$ cat src/rtl/turn_controller_if.sv
// Checker handshake bundle between the turn controller and the external
// rule checker.
//   chk_req  : controller -> checker, level request, held until chk_ack
//   chk_kind : controller -> checker, 0 = piece check, 1 = destination check
//   chk_ack  : checker -> controller, response valid
//   chk_ok   : checker -> controller, candidate legal (with chk_ack)
//   chk_win  : checker -> controller, committed move wins (with chk_ack, kind 1)
interface turn_controller_if;
   logic chk_req;
   logic chk_kind;
   logic chk_ack;
   logic chk_ok;
   logic chk_win;

   modport master (
      output chk_req, chk_kind,
      input  chk_ack, chk_ok, chk_win
   );

   modport slave (
      input  chk_req, chk_kind,
      output chk_ack, chk_ok, chk_win
   );
endinterface

$ cat src/rtl/turn_controller.sv
// Turn sequencer for the board-game datapath. Owns the cursor (auto-repeat,
// clamped at the board edges), sequences piece pick / destination pick /
// deselect for NUM_PLAYERS players, and asks the external rule checker about
// each candidate square before committing the move or ending the game.
//
// Ports:
//   clk, reset              clock, synchronous active-high reset
//   up/down/left/right      direction buttons (level, pre-synchronised)
//   select, deselect        buttons (level, pre-synchronised, edge-detected here)
//   chk                     checker handshake (master side)
//   cursor_x/y              cursor, (0,0) bottom-left
//   piece_x/y, move_x/y     latched source / destination squares
//   cur_player              player to move
//   commit                  one-cycle pulse on an accepted move
//   game_over, winner       game finished / winning player
//   state                   FSM state code
//
// state      | meaning
// IDLE  (0)  | no game running, cursor parked at (0,0)
// PICK  (1)  | player chooses the piece to move
// WAIT_PIECE | piece check outstanding (chk_req, kind 0)
// DEST  (3)  | player chooses the destination square
// WAIT_DEST  | destination check outstanding (chk_req, kind 1)
// OVER  (5)  | game finished, waiting for select to return to IDLE
module turn_controller #(
   parameter int BOARD_W     = 8,
   parameter int BOARD_H     = 8,
   parameter int COORD_W     = 4,
   parameter int NUM_PLAYERS = 2,
   parameter int PLAYER_W    = 1,
   parameter int REPEAT_DIV  = 12500000,
   parameter int DIV_W       = 24
) (
   input  logic                clk,
   input  logic                reset,
   input  logic                up,
   input  logic                down,
   input  logic                left,
   input  logic                right,
   input  logic                select,
   input  logic                deselect,
   turn_controller_if.master   chk,
   output logic [COORD_W-1:0]  cursor_x,
   output logic [COORD_W-1:0]  cursor_y,
   output logic [COORD_W-1:0]  piece_x,
   output logic [COORD_W-1:0]  piece_y,
   output logic [COORD_W-1:0]  move_x,
   output logic [COORD_W-1:0]  move_y,
   output logic [PLAYER_W-1:0] cur_player,
   output logic                commit,
   output logic                game_over,
   output logic [PLAYER_W-1:0] winner,
   output logic [2:0]          state
);

   typedef enum logic [2:0] {
      S_IDLE       = 3'd0,
      S_PICK       = 3'd1,
      S_WAIT_PIECE = 3'd2,
      S_DEST       = 3'd3,
      S_WAIT_DEST  = 3'd4,
      S_OVER       = 3'd5
   } state_t;

   state_t st;

   logic sel_q, desel_q;
   logic sel_edge, desel_edge;
   logic [DIV_W-1:0] rep_cnt;
   logic [COORD_W-1:0] next_x, next_y;
   logic move_en, any_dir, step;

   assign move_en = (st == S_PICK) || (st == S_DEST);
   assign any_dir = up | down | left | right;
   // Step on the first enabled cycle of a hold, then each time the
   // down-counter reaches its terminal count.
   assign step    = move_en && any_dir && (rep_cnt == '0);

   always_comb begin
      next_x = cursor_x;
      next_y = cursor_y;
      if (step) begin
         if (up && !down && cursor_y != COORD_W'(BOARD_H - 1))
            next_y = cursor_y + COORD_W'(1);
         if (down && !up && cursor_y != '0)
            next_y = cursor_y - COORD_W'(1);
         if (right && !left && cursor_x != COORD_W'(BOARD_W - 1))
            next_x = cursor_x + COORD_W'(1);
         if (left && !right && cursor_x != '0)
            next_x = cursor_x - COORD_W'(1);
      end
   end

   always_ff @(posedge clk) begin
      if (reset) begin
         st           <= S_IDLE;
         sel_q        <= 1'b0;
         desel_q      <= 1'b0;
         sel_edge     <= 1'b0;
         desel_edge   <= 1'b0;
         rep_cnt      <= '0;
         cursor_x     <= '0;
         cursor_y     <= '0;
         piece_x      <= '0;
         piece_y      <= '0;
         move_x       <= '0;
         move_y       <= '0;
         cur_player   <= '0;
         commit       <= 1'b0;
         game_over    <= 1'b0;
         winner       <= '0;
         chk.chk_req  <= 1'b0;
         chk.chk_kind <= 1'b0;
      end else begin
         // Edges are registered so the FSM sees them one cycle after the raw rise.
         sel_q      <= select;
         desel_q    <= deselect;
         sel_edge   <= select & ~sel_q;
         desel_edge <= deselect & ~desel_q;
         commit     <= 1'b0;

         if (!move_en || !any_dir)
            rep_cnt <= '0;
         else if (rep_cnt == '0)
            rep_cnt <= DIV_W'(REPEAT_DIV - 1);
         else
            rep_cnt <= rep_cnt - DIV_W'(1);

         if (move_en) begin
            cursor_x <= next_x;
            cursor_y <= next_y;
         end

         case (st)
            S_IDLE: begin
               if (sel_edge) st <= S_PICK;
            end
            S_PICK: begin
               if (sel_edge) begin
                  piece_x      <= cursor_x;
                  piece_y      <= cursor_y;
                  chk.chk_req  <= 1'b1;
                  chk.chk_kind <= 1'b0;
                  st           <= S_WAIT_PIECE;
               end
            end
            S_WAIT_PIECE: begin
               if (chk.chk_ack) begin
                  chk.chk_req <= 1'b0;
                  st          <= chk.chk_ok ? S_DEST : S_PICK;
               end
            end
            S_DEST: begin
               if (desel_edge) begin
                  st <= S_PICK;
               end else if (sel_edge) begin
                  // Selecting the picked piece again behaves as a deselect.
                  if (cursor_x == piece_x && cursor_y == piece_y) begin
                     st <= S_PICK;
                  end else begin
                     move_x       <= cursor_x;
                     move_y       <= cursor_y;
                     chk.chk_req  <= 1'b1;
                     chk.chk_kind <= 1'b1;
                     st           <= S_WAIT_DEST;
                  end
               end
            end
            S_WAIT_DEST: begin
               if (chk.chk_ack) begin
                  chk.chk_req <= 1'b0;
                  if (!chk.chk_ok) begin
                     st <= S_DEST;
                  end else begin
                     commit <= 1'b1;
                     if (chk.chk_win) begin
                        game_over <= 1'b1;
                        winner    <= cur_player;
                        st        <= S_OVER;
                     end else begin
                        cur_player <= (cur_player == PLAYER_W'(NUM_PLAYERS - 1)) ?
                                      '0 : cur_player + PLAYER_W'(1);
                        st         <= S_PICK;
                     end
                  end
               end
            end
            S_OVER: begin
               if (sel_edge) begin
                  st         <= S_IDLE;
                  game_over  <= 1'b0;
                  winner     <= '0;
                  cur_player <= '0;
                  piece_x    <= '0;
                  piece_y    <= '0;
                  move_x     <= '0;
                  move_y     <= '0;
                  cursor_x   <= '0;
                  cursor_y   <= '0;
               end
            end
            default: st <= S_IDLE;
         endcase
      end
   end

   assign state = st;

endmodule

$ cat src/flat_wrapper.sv
// flat-port wrapper written by rule: the top's interface ports become plain ports
module turn_controller_flat 
#(
   parameter int BOARD_W     = 8,
   parameter int BOARD_H     = 8,
   parameter int COORD_W     = 4,
   parameter int NUM_PLAYERS = 2,
   parameter int PLAYER_W    = 1,
   parameter int REPEAT_DIV  = 12500000,
   parameter int DIV_W       = 24
)
  (clk, reset, up, down, left, right, select, deselect, cursor_x, cursor_y, piece_x, piece_y, move_x, move_y, cur_player, commit, game_over, winner, state, chk_chk_req, chk_chk_kind, chk_chk_ack, chk_chk_ok, chk_chk_win);
  turn_controller_if chk_i ();
  input  logic clk;
  input  logic reset;
  input  logic up;
  input  logic down;
  input  logic left;
  input  logic right;
  input  logic select;
  input  logic deselect;
  output logic [COORD_W-1:0] cursor_x;
  output logic [COORD_W-1:0] cursor_y;
  output logic [COORD_W-1:0] piece_x;
  output logic [COORD_W-1:0] piece_y;
  output logic [COORD_W-1:0] move_x;
  output logic [COORD_W-1:0] move_y;
  output logic [PLAYER_W-1:0] cur_player;
  output logic commit;
  output logic game_over;
  output logic [PLAYER_W-1:0] winner;
  output logic [2:0] state;
  output wire logic [$bits(chk_i.chk_req)-1:0] chk_chk_req;
  output wire logic [$bits(chk_i.chk_kind)-1:0] chk_chk_kind;
  input wire logic [$bits(chk_i.chk_ack)-1:0] chk_chk_ack;
  input wire logic [$bits(chk_i.chk_ok)-1:0] chk_chk_ok;
  input wire logic [$bits(chk_i.chk_win)-1:0] chk_chk_win;
  assign chk_chk_req = chk_i.chk_req;
  assign chk_chk_kind = chk_i.chk_kind;
  assign chk_i.chk_ack = chk_chk_ack;
  assign chk_i.chk_ok = chk_chk_ok;
  assign chk_i.chk_win = chk_chk_win;
  turn_controller #(.BOARD_W(BOARD_W), .BOARD_H(BOARD_H), .COORD_W(COORD_W), .NUM_PLAYERS(NUM_PLAYERS), .PLAYER_W(PLAYER_W), .REPEAT_DIV(REPEAT_DIV), .DIV_W(DIV_W)) u_core (.clk(clk), .reset(reset), .up(up), .down(down), .left(left), .right(right), .select(select), .deselect(deselect), .chk(chk_i), .cursor_x(cursor_x), .cursor_y(cursor_y), .piece_x(piece_x), .piece_y(piece_y), .move_x(move_x), .move_y(move_y), .cur_player(cur_player), .commit(commit), .game_over(game_over), .winner(winner), .state(state));
endmodule
$ cat config.mk
export PLATFORM = sky130hd
export DESIGN_NAME = turn_controller_flat
export DESIGN_NICKNAME = d
export VERILOG_FILES = /design/src/rtl/turn_controller_if.sv /design/src/rtl/turn_controller.sv /design/src/flat_wrapper.sv
export SDC_FILE = /design/constraint.sdc
export NUM_CORES = 1
export LEC_CHECK = 0
export ABC_AREA = 0
export CORE_MARGIN = 1
export CORE_UTILIZATION = 50
export DETAILED_ROUTE_END_ITERATION = 16
export PLACE_DENSITY_LB_ADDON = 0.3
export SYNTH_ARGS = -nofsm -noshare
export SYNTH_HDL_FRONTEND = slang
export SYNTH_SLANG_ARGS = --single-unit
$ cat constraint.sdc
create_clock -name clk -period 2.9 [get_ports clk]
set_input_delay 0.58 -clock clk [delete_from_list [all_inputs] [get_ports clk]]
set_output_delay 0.58 -clock clk [all_outputs]
set_load 0.005 [all_outputs]
# After elaboration in Yosys (flattened, before gate mapping)
# Cells that the tools add are included.
# classes
add_sub_neg	6
n_eq_ne	22
muxes	60
n_bitwise	9
n_reduce_logical	39
# ops
cell	n
$mux W4	21
$pmux W4 S2	4
$mux W3	10
$logic_not A24 Y1	1
$mux W24	1
$sub A24 B1 Y24 const B	1
$reduce_and A5 Y1	4
$pmux W3 S6	1
$mux W1	17
$ne A2 B2 Y1 const B	7
$reduce_and A6 Y1	2
$logic_and A1 B1 Y1	11
$ne A2 B1 Y1 const B	5
$add A4 B1 Y4 const B	2
$eq A4 B4 Y1	2
$ne A4 B3 Y1 const B	2
$pmux W1 S2	4
$reduce_bool A2 Y1	4
$reduce_bool A4 Y1	2
$sub A4 B1 Y4 const B	2
$eq A3 B2 Y1 const B	2
$eq A3 B3 Y1 const B	2
$logic_not A1 Y1	6
$reduce_or A3 Y1	2
other kinds (13)	21
# word_totals
reg_bits	61
inputBits	11
out_inout_bits	33
word_cells	155

# Longest topological paths before layout
# Gate-level depths: netlist (run 1).
# logic_depth
word_depth	9
mapped_depth	8
depth_no_buf	7

# Worst setup path after synthesis (run 1)
# No wires, ideal clock.
# synth_timing
path_type	reg2reg
start	reg u_core.rep_cnt[18]
end	reg u_core.cursor_x[2]
setup_ps	70
t_arrival_ps	2569
required_ps	2830
setup_slack_ps	261
path_stages_with_launch	7
n_path_buf	1
synth_period_minus_slack_ps	2639
cell_sequence	dfxtp_1 > or4_4 > or4_4 > or4_1 > buf_2 > or4_1 > a21oi_1
# synth_via
elab_chain_cells	6
# synth_rtl
element	line	source
start, declared	turn_controller.sv:69	logic [DIV_W-1:0] rep_cnt;
start signal, assigned	turn_controller.sv:125	rep_cnt <= DIV_W'(REPEAT_DIV - 1);
start signal, assigned	turn_controller.sv:127	rep_cnt <= rep_cnt - DIV_W'(1);
$logic_not A24 Y1 *	turn_controller.sv:77	assign step = move_en && any_dir && (rep_cnt == '0);
$logic_and A1 B1 Y1 *	turn_controller.sv:77	
$mux W4 *	turn_controller.sv:82	if (step) begin
$mux W4 *	turn_controller.sv:129	if (move_en) begin
$mux W4	turn_controller.sv:189	if (sel_edge) begin
$mux W4 *	turn_controller.sv:134	case (st)
end signal, assigned	turn_controller.sv:130	cursor_x <= next_x;
end, declared	turn_controller.sv:43	output logic [COORD_W-1:0] cursor_x,
# Every way passes the cells marked *; elsewhere a longest branch is shown, timed or not.
# A chain may end at the register's enable or synchronous reset.

# Final worst setup path (run 1)
# layout_timing
start	reg u_core.rep_cnt[18]
end	reg u_core.cursor_y[2]
# layout_via
elab_chain_cells	6
# layout_rtl
element	line	source
$logic_not A24 Y1 *	turn_controller.sv:77	
$logic_and A1 B1 Y1 *	turn_controller.sv:77	
$mux W4 *	turn_controller.sv:82	
$mux W4 *	turn_controller.sv:129	
$mux W4	turn_controller.sv:189	
$mux W4 *	turn_controller.sv:134	
end signal, assigned	turn_controller.sv:131	cursor_y <= next_y;
end, declared	turn_controller.sv:44	output logic [COORD_W-1:0] cursor_y,
# Marks and branches as above.

==> results of run 1 <==
-- registers in the layout (all words and copies together) (netlist names) --
signal and cells:
u_core.piece_y 4, u_core.rep_cnt 24, u_core.move_y 4, u_core.chk.chk_req 1, u_core.winner 1, u_core.cur_player 1
u_core.cursor_x 4, u_core.cursor_y 4, u_core.commit 1, u_core.sel_edge 1, u_core.chk.chk_kind 1, u_core.state 3
u_core.desel_edge 1, u_core.sel_q 1, u_core.desel_q 1, u_core.piece_x 4, u_core.game_over 1, u_core.move_x 4
-- power groups by stage --
stage	Sequential (mW)	Combinational [mW]	Clock [mW]
after floorplan	0.960	0.720	0
after global placement	0.971	0.909	0
after detailed placement	0.976	0.924	0
after CTS	0.957	0.941	0.799
after global routing	0.966	1.06	0.834
final	0.957	0.943	0.789
-- layout by cell type (no fill, tap or decap), drive strengths merged, types with 2 or more instances in the layout --
cell,count
nand2,15
nand2b,17
clkdlybuf4s50,43
nand4,2
or4,10
or3,7
nand3b,7
nor4,5
nor2b,6
o31ai,6
xnor2,21
a22o,2
nand3,7
o22ai,2
a22oi,8
nor3,15
o21ai,8
xor2,6
a31oi,4
nor3b,3
o2bb2ai,11
buf,13
o211ai,3
dfxtp,61
nor2,36
or3b,2
a211oi,2
inv,11
ha,6
and2,2
clkbuf,13
or2,2
a21oi,28
o21a,5
-- worst max-delay path by stage --
stage | end | depth (start not counted) | startpoint
after floorplan | u_core.cursor_x[2] | 6 | u_core.rep_cnt[18]
after global placement | u_core.cursor_x[2] | 6 | up
after detailed placement | u_core.cursor_y[2] | 6 | up
after CTS | u_core.cursor_y[2] | 5 | u_core.rep_cnt[18]
after global routing | u_core.cursor_y[2] | 5 | u_core.rep_cnt[18]
final | u_core.cursor_y[2] | 5 | u_core.rep_cnt[18]
-- critical path, delay by kind of cell (launching register included) --
family          cells  cell delay [ns]
flops               1             0.33
compound gates      1             0.15
simple gates        4             2.22
-- layer usage --
layer	vias up	wire, um	track usage [%]
met3	11	329	4.48
li1	1341	-	-
met4	0	95	10.4
met5	-	0	0
met2	75	3160	38.7
met1	1220	3090	30.0
-- per-stage QoR --
stage	area (um^2)	util [%]	setup WS, ns	TNS (ns)
2_1_floorplan	2970	-	0.261	0
3_3_place_gp	3510	62.7	0.0155	0
3_5_place_dp	3510	62.7	-0.0341	-0.0580
4_1_cts	3720	66.4	0.113	0
5_1_grt	3720	66.4	0.0227	0
6_report	3720	66.4	0.110	0
-- cells by family after synthesis --
group,count (synthesis),synth area share (%)
multiplexers,1,0.379
adder cells (fa/ha/maj),6,2.53
AND/OR/NAND/NOR,137,25.0
flip-flops,61,41.1
XOR/XNOR,27,7.97
buffers and inverters,30,3.84
AO/OA/AOI/OAI,85,19.1
-- area by class of cell --
cell class / instances / share of cell area [%]
Multi-Input combinational cell: 256 / 43.8
Clock buffer: 13 / 4.53
Sequential cell: 61 / 32.8
Inverter: 11 / 1.11
Timing Repair Buffer: 56 / 14.2
Clock inverter: 3 / 1.14
Tap cell: 72 / 2.42
==> impl_metrics.toml, run 1 <==
[placed_design]
dp_cells = 456
gp_congestion = 0.829
hpwl_um = 4720
io_buffers = 43

[run_status]
status = "finished, final reports clean"

[die]
rows = 27
die_h_um = 79.0
initial_utilization_pct = 52.9
ios = 44
dieArea_mm2 = 0.00625
coreArea_mm2 = 0.00561
die_x_um = 79.0

[worst_setup_path]
r2r_slack_ns = 0.11
cp.arrival_ns = 3.06
startpoint_type = "register"
crit_required_ns = 3.17
slowest_stage = "or4_1"
path_cells = "or4_4 > or4_4 > or4_1 > or4_1 > a21oi_1"
cp-end-kind = "register"
rr_endpoint = "u_core.cursor_y[2]"
path_class = "reg -> reg"
crit_fanout = 9
r2r_cells = 5
critPathMaxStageDelay_ns = 0.68
r2r_start = "u_core.rep_cnt[18]"

[grt]
grt_overflow = 0
antenna_found_initial = 0
grt_use_total_pct = 23.6
grt_first_pass_wirelength_um = 11500
grt_max_degree = 17
grt_pass1_vias = 2543

[min_path]
min_path_cells = 1
min_to = "u_core.desel_edge"
hp-class = "reg -> reg"
hold_start = "u_core.desel_q"

[timing]
rsz0062_at_grt = "false"
finalHoldViolCount = 0
fin_crit_sh_pct = 96.2
clock_skew_ns = 0.0109
final-setup-viol-count = 0
worst_pin_slew_ns = 0.710
fmax_ghz = 0.358
maxSlewViolCount = 0
period_minus_slack_ns = 2.79
slew_headroom_pct = 52.5
hold-worst-slack_ns = 0.382

[clock_network]
cts_made_buffers = 9
post_cts_resized = 0
cts_tree = "done"
root_buffer = "clkbuf_8"
postCtsSetupBuffers = 0
ctsHoldBuffers = 0
htreeDepth = 3
clockBufferDepth = 2
clock-sinks = 61
clkSlewWorstSetupHoldPaths_ns = 0.06
worstSkewPairLatency_ns = 0.34

[final_layout]
multi_input_area_mm2 = 0.00163
num-fill-cells = 474
instances_no_fill = 472
diodes = 0
drive_gt1_share_pct = 8.50
final_net_count = 412
syn_to_final_growth_pct = 25.5
layout.area.seq_mm2 = 0.00122

[yosys]
synthCells = 347
synth-edff-count = 0
ys_ff_latch = 61
netlist_area_mm2 = 0.00297
ys.flop_type = "dfxtp_1"
synthTopCellsByArea = "dfxtp_1 (41%), xnor2_1 (6.2%), a21oi_1 (4.7%)"
yosysMostFrequentCell = "dfxtp_1"
yosysSeqAreaShare_pct = 41.1
yosysWarnings = 0
synth_top_area_share_pct = 41.1
ys_top_cells_by_count = "dfxtp_1 (61), nor2_1 (36), a21oi_1 (28)"
avgSynthCellArea_um2 = 8.55
synth_fp_nets = 364
synth_top_cell_by_area = "dfxtp_1"
ys_types = 43
synthArstFlopShare_pct = 0

[drt]
drt_wl_total_um = 6670
first_pass_iters = 5
drc_errors = 0
vias = 2647
vias_per_cell = 5.61
ant_nets = 0
wl_per_cell_um = 14.1
initialDrtViolationCount = 194

[power]
power.leakage_nw = 1.39
comb_power_share_pct = 35.1
power_frac_seq_pct = 35.6
p_per_area_mw_per_mm2 = 722
clkPwrFrac_pct = 29.3
p_sw_share_pct = 33.5
switchingPower_uw = 900
ir_drop_mv = 0.571
internal-power_mw = 1.79
power_mw = 2.69

[flow_run]
maxCapViolCount = 0
Note: power is estimated with default switching activity, not from simulation.
==> run 2: changes to the inputs <==
- CORE_MARGIN: 1 -> default
==> results of run 2 <==
The final DEF is identical to that of run 1; final timing and power are the same.
